===== config.mk =====
export PLATFORM = sky130hd
export DESIGN_NAME = writeback_arbiter
export DESIGN_NICKNAME = d
export VERILOG_FILES = /design/src/rtl/writeback_arbiter.sv
export SDC_FILE = /design/constraint.sdc
export NUM_CORES = 1
export LEC_CHECK = 0
export BUFFER_PORTS_ARGS = -buffer_cell sky130_fd_sc_hd__buf_4
export CORE_UTILIZATION = 53
export CTS_CLUSTER_DIAMETER = 120
export DETAILED_ROUTE_END_ITERATION = 8
export HOLD_SLACK_MARGIN = 0.12
export PLACE_DENSITY = 0.8
export SLEW_MARGIN = 20
export SYNTH_ARGS = -nofsm -noshare
export SYNTH_HDL_FRONTEND = slang
export SYNTH_SLANG_ARGS = --single-unit

===== constraint.sdc =====
create_clock -name clk -period 3.2 [get_ports clk]
set_input_delay 0 -clock clk [delete_from_list [all_inputs] [get_ports clk]]
set_output_delay 0 -clock clk [all_outputs]
set_load 0.005 [all_outputs]

===== src/rtl/writeback_arbiter.sv =====
// Merges ALU results (1-entry buffer) and load data (2-entry FIFO) onto one
// register-file write port, with starvation relief for the ALU and load scoreboarding.
module writeback_arbiter #(
  parameter int DATA_WIDTH   = 32,
  parameter int ADDR_WIDTH   = 5,
  parameter int STARVE_LIMIT = 3
) (
  input  logic                       clk,
  input  logic                       rst_n,
  input  logic                       alu_valid,
  input  logic [ADDR_WIDTH-1:0]      alu_rd,
  input  logic [DATA_WIDTH-1:0]      alu_data,
  output logic                       alu_ready,
  input  logic                       mem_valid,
  input  logic [ADDR_WIDTH-1:0]      mem_rd,
  input  logic [DATA_WIDTH-1:0]      mem_data,
  output logic                       mem_ready,
  input  logic                       issue_valid,
  input  logic [ADDR_WIDTH-1:0]      issue_rd,
  output logic                       wb_en,
  output logic [ADDR_WIDTH-1:0]      wb_addr,
  output logic [DATA_WIDTH-1:0]      wb_data,
  output logic [(1<<ADDR_WIDTH)-1:0] busy_mask
);

  localparam int NREG = 1 << ADDR_WIDTH;
  localparam int SW   = (STARVE_LIMIT < 1) ? 1 : $clog2(STARVE_LIMIT + 1);

  logic                  alu_v_reg;
  logic [ADDR_WIDTH-1:0] alu_rd_reg;
  logic [DATA_WIDTH-1:0] alu_data_reg;

  logic [ADDR_WIDTH-1:0] mem_rd_reg   [2];
  logic [DATA_WIDTH-1:0] mem_data_reg [2];
  logic                  wr_ptr_reg;
  logic                  rd_ptr_reg;
  logic [1:0]            mem_cnt_reg;

  logic [SW-1:0]         starve_reg;
  logic [NREG-1:0]       busy_reg;
  logic [NREG-1:0]       busy_next;

  logic                  mem_v;
  logic                  alu_sel;
  logic                  mem_sel;
  logic                  alu_take;
  logic                  mem_take;
  logic [ADDR_WIDTH-1:0] mem_head_rd;

  assign mem_v       = (mem_cnt_reg != 2'd0);
  assign mem_head_rd = mem_rd_reg[rd_ptr_reg];
  // Loads win ties unless the ALU has already lost STARVE_LIMIT times in a row
  assign alu_sel     = alu_v_reg && (!mem_v || (starve_reg == SW'(STARVE_LIMIT)));
  assign mem_sel     = mem_v && !alu_sel;

  assign alu_ready   = !alu_v_reg || alu_sel;
  assign mem_ready   = (mem_cnt_reg < 2'd2);
  assign alu_take    = alu_valid && alu_ready && (alu_rd != '0);
  assign mem_take    = mem_valid && mem_ready && (mem_rd != '0);

  always_comb begin
    wb_en   = alu_v_reg || mem_v;
    wb_addr = '0;
    wb_data = '0;
    if (alu_sel) begin
      wb_addr = alu_rd_reg;
      wb_data = alu_data_reg;
    end else if (mem_sel) begin
      wb_addr = mem_head_rd;
      wb_data = mem_data_reg[rd_ptr_reg];
    end
  end

  // A set from a new issue overrides a clear from a writeback of the same register
  genvar gi;
  generate
    for (gi = 0; gi < NREG; gi++) begin : g_busy
      if (gi == 0) begin : g_zero
        assign busy_next[gi] = 1'b0;
      end else begin : g_bit
        assign busy_next[gi] = (issue_valid && (issue_rd == ADDR_WIDTH'(gi))) ||
                               (busy_reg[gi] && !(mem_sel && (mem_head_rd == ADDR_WIDTH'(gi))));
      end
    end
  endgenerate

  assign busy_mask = busy_reg;

  always_ff @(posedge clk) begin
    if (mem_take) begin
      mem_rd_reg[wr_ptr_reg]   <= mem_rd;
      mem_data_reg[wr_ptr_reg] <= mem_data;
    end
  end

  always_ff @(posedge clk or negedge rst_n) begin
    if (!rst_n) begin
      alu_v_reg    <= 1'b0;
      alu_rd_reg   <= '0;
      alu_data_reg <= '0;
      wr_ptr_reg   <= 1'b0;
      rd_ptr_reg   <= 1'b0;
      mem_cnt_reg  <= 2'd0;
      starve_reg   <= '0;
      busy_reg     <= '0;
    end else begin
      if (alu_take) begin
        alu_v_reg    <= 1'b1;
        alu_rd_reg   <= alu_rd;
        alu_data_reg <= alu_data;
      end else if (alu_sel) begin
        alu_v_reg <= 1'b0;
      end

      if (mem_take) wr_ptr_reg <= ~wr_ptr_reg;
      if (mem_sel)  rd_ptr_reg <= ~rd_ptr_reg;
      case ({mem_take, mem_sel})
        2'b10:   mem_cnt_reg <= mem_cnt_reg + 2'd1;
        2'b01:   mem_cnt_reg <= mem_cnt_reg - 2'd1;
        default: mem_cnt_reg <= mem_cnt_reg;
      endcase

      if (alu_sel)
        starve_reg <= '0;
      else if (alu_v_reg && mem_sel && (starve_reg != SW'(STARVE_LIMIT)))
        starve_reg <= starve_reg + SW'(1);

      busy_reg <= busy_next;
    end
  end

endmodule


==> metrics <==
status finished with violations; failing checks DRC; Ports 156; Worst setup startpoint mem_cnt_reg[0]; top post-synthesis cells by area edfxtp_1 (35%), dfrtp_1 (30%), mux2_4 (7.1%), nand2_1 (6.2%), mux2i_1 (5.9%); dominant cell type by area after synthesis edfxtp_1; RR Endpoint alu_data_reg[4]; CTS sink cnt 149; layout cells sized above 1 0.314; Clock transition at path regs 0.06 ns; sw frac 0.334; Final nets 815; Sw Pwr 2800 uW; YS warnings 0; Tcrit/Tclk final 0.776; setup slack, reg-to-reg 1.08 ns; gr usage total 0.285; sequential share of the synthesized area 0.648; DRC violations left 18; Static Leakage 0.00383 uW; pin count of the biggest net entering global routing 76; Max VDD drop 701 uV; initial DRC count 400; Layout area overhead 42.5%; Cell Rows 39; Worst EP arrival 2.48 ns; fin util 0.783; crit path cell chain nor2_1, o21a_1, buf_4, nand2_1, o21ai_0, buf_4; most common cell in the synthesized netlist nand2_1; GP Congestion 0.829; synthesized area 6330 sq um; chip width 111 microns; sequential share of power 0.373; combinational share of power 0.405; Routed wire per std cell 18.9 microns; TritonCTS clock tree yes; Core ar. 11500 sq um; critical path fanouts, max 23; r2r startpoint mem_cnt_reg[0]; HPWL after detailed placement 10100 microns; Via Count 4890; top_reg_cell synth dfrtp_1; Worst setup SP type flop; Clock power frac 0.222; Internal 5580 uW; unrepaired setup endpoints after global routing no; Pre-Repair DR Iteration Count 8; number of synthesized flops with an enable pin 74; top cell type's share of synthesized area 0.351; MaxCap Viol Count 0; post-synth cell types 39; count of filler cells inserted in the layout 639; Final Hold Viols 0; post-cts repair resize count 0; Max Freq 403 MHz; antenna-violating nets left 0; Synth Register Bits 149; PortBufs 154; most frequent cells after synthesis nand2_1 (104), dfrtp_1 (75), edfxtp_1 (74), o21ai_0 (68), mux2i_1 (37); Clock Tree Buf Depth 2; placed insts 766; WL met2 8460 microns; reg2reg path depth 5; count of buffer and inverter cells on the critical path 2; initial antenna violation count 0; setup TNS 0 ns; syn_nets 570; family with the most delay on the worst path compound AO/OA/AOI/OAI gates; GRT overflow 0; CTS Buf Count 17; WP data required 3.20 ns; hold buffers post-CTS 87; worst skew pair latency 0.42 ns; vias in the first global route 5281; H-tree Lvls 4; endpoint class of the critical path primary output; CP Capture Point wb_data[26]; top layer in use met4; Setup Skew 0.00604 ns; first-pass GRT wire length 26600 microns; Die Height 111 microns; synthesized netlist cell count 484; Critical-path top delay cell o21a_1; Crit path depth 6; setup bufs post-CTS 0; routed wire length 16700 microns; post-route minimum period 2.48 ns; CP Class flop to primary output; mean post-synth cell area 13.1 sq um; ant diodes 0; Largest register FFs 64; met3 WL 1280 microns; worst-margin pin slew 1.01 ns; Starting Density 0.549; drt via density 5.53; Final Setup Violations 0; Pwr Density 929 nW/um^2; Final Total Pwr 8370 uW; crit-path most repeated cell buf_4; Max-slew headroom 0.327; die area 12400 sq um; HP Class input pin to flop; Non-Filler Instances 885; clk root buf clkbuf_16; max incr delay on CP 0.56 ns; Slew Viols, Final 0; hold slack 0.158 ns; Post-synth ARST share 0.503; DRT met1 WL 6560 microns
-- metrics by stage --
step / instance area (sq um) / setup slack (ns)
4_1_cts: 9020 / 0.735
3_5_place_dp: 7600 / 1.09
6_report: 9020 / 0.717
2_1_floorplan: 6330 / 0.536
5_1_grt: 9020 / 0.562
3_3_place_gp: 7600 / 1.16
-- layout make-up --
| class | count | area [sq um] | share of cell area |
|---|---|---|---|
| Clock buffer | 24 | 472 | 0.0523 |
| Clock inverter | 8 | 76.3 | 0.00847 |
| Inverter | 7 | 26.3 | 0.00291 |
| Multi-Input combinational cell | 307 | 2080 | 0.231 |
| Sequential cell | 149 | 4100 | 0.455 |
| Tap cell | 143 | 179 | 0.0198 |
| Timing Repair Buffer | 247 | 2080 | 0.231 |
-- power groups by stage --
stage,sequential [uW],combinational (uW),clock [uW]
global placement,3090,3130,0
floorplan,2990,1870,0
detailed placement,3120,3230,0
global route,3190,3650,1950
CTS,3100,3340,1850
finish,3120,3400,1860
-- worst min path at each step --
stage | endpoint | slack, ns | startpoint | cells after the start
finish | wr_ptr_reg | 0.16 | mem_valid | 3
global route | wr_ptr_reg | 0.19 | mem_valid | 3
CTS | wr_ptr_reg | 0.16 | mem_valid | 3
detailed placement | mem_data_reg[0][4] | 0.19 | mem_data[4] | 1
global placement | mem_data_reg[1][12] | 0.19 | mem_data[12] | 1
floorplan | alu_data_reg[0] | -0.30 | rst_n | 0
-- layer usage --
layer / track usage / vias up
li1: - / 2214
met1: 0.339 / 2395
met2: 0.486 / 243
met3: 0.0782 / 38
met4: 0.120 / 0
met5: 0 / -
-- layout by cell type, fill, tap and decap left out, drive strengths merged, types with 4 or more instances in the layout --
master	count
buf	160
clkbuf	24
clkinv	4
dfrtp	75
dlygate4sd3	87
edfxtp	74
inv	7
mux2	38
mux2i	37
nand2	104
nor2	14
nor3	4
o211ai	9
o21ai	69
xnor2	4
-- worst register-to-register path, cell delays in order, from the launching register on --
cell and delay [ns]:
dfrtp_1 0.41, nor2_1 0.27, nor3_2 0.12, nor2_4 0.53, buf_12 0.29, mux2_2 0.38
-- cell families after synthesis --
family	Yosys count	share of synthesized area
buf+inv	28	0.0261
compound gates	86	0.0769
simple gates	138	0.0937
fa+ha+maj	2	0.00395
flops	149	0.648
other cells	1	0.000593
mux	75	0.144
xor+xnor	5	0.00692
No activity file was read; power rests on OpenSTA's default activity.
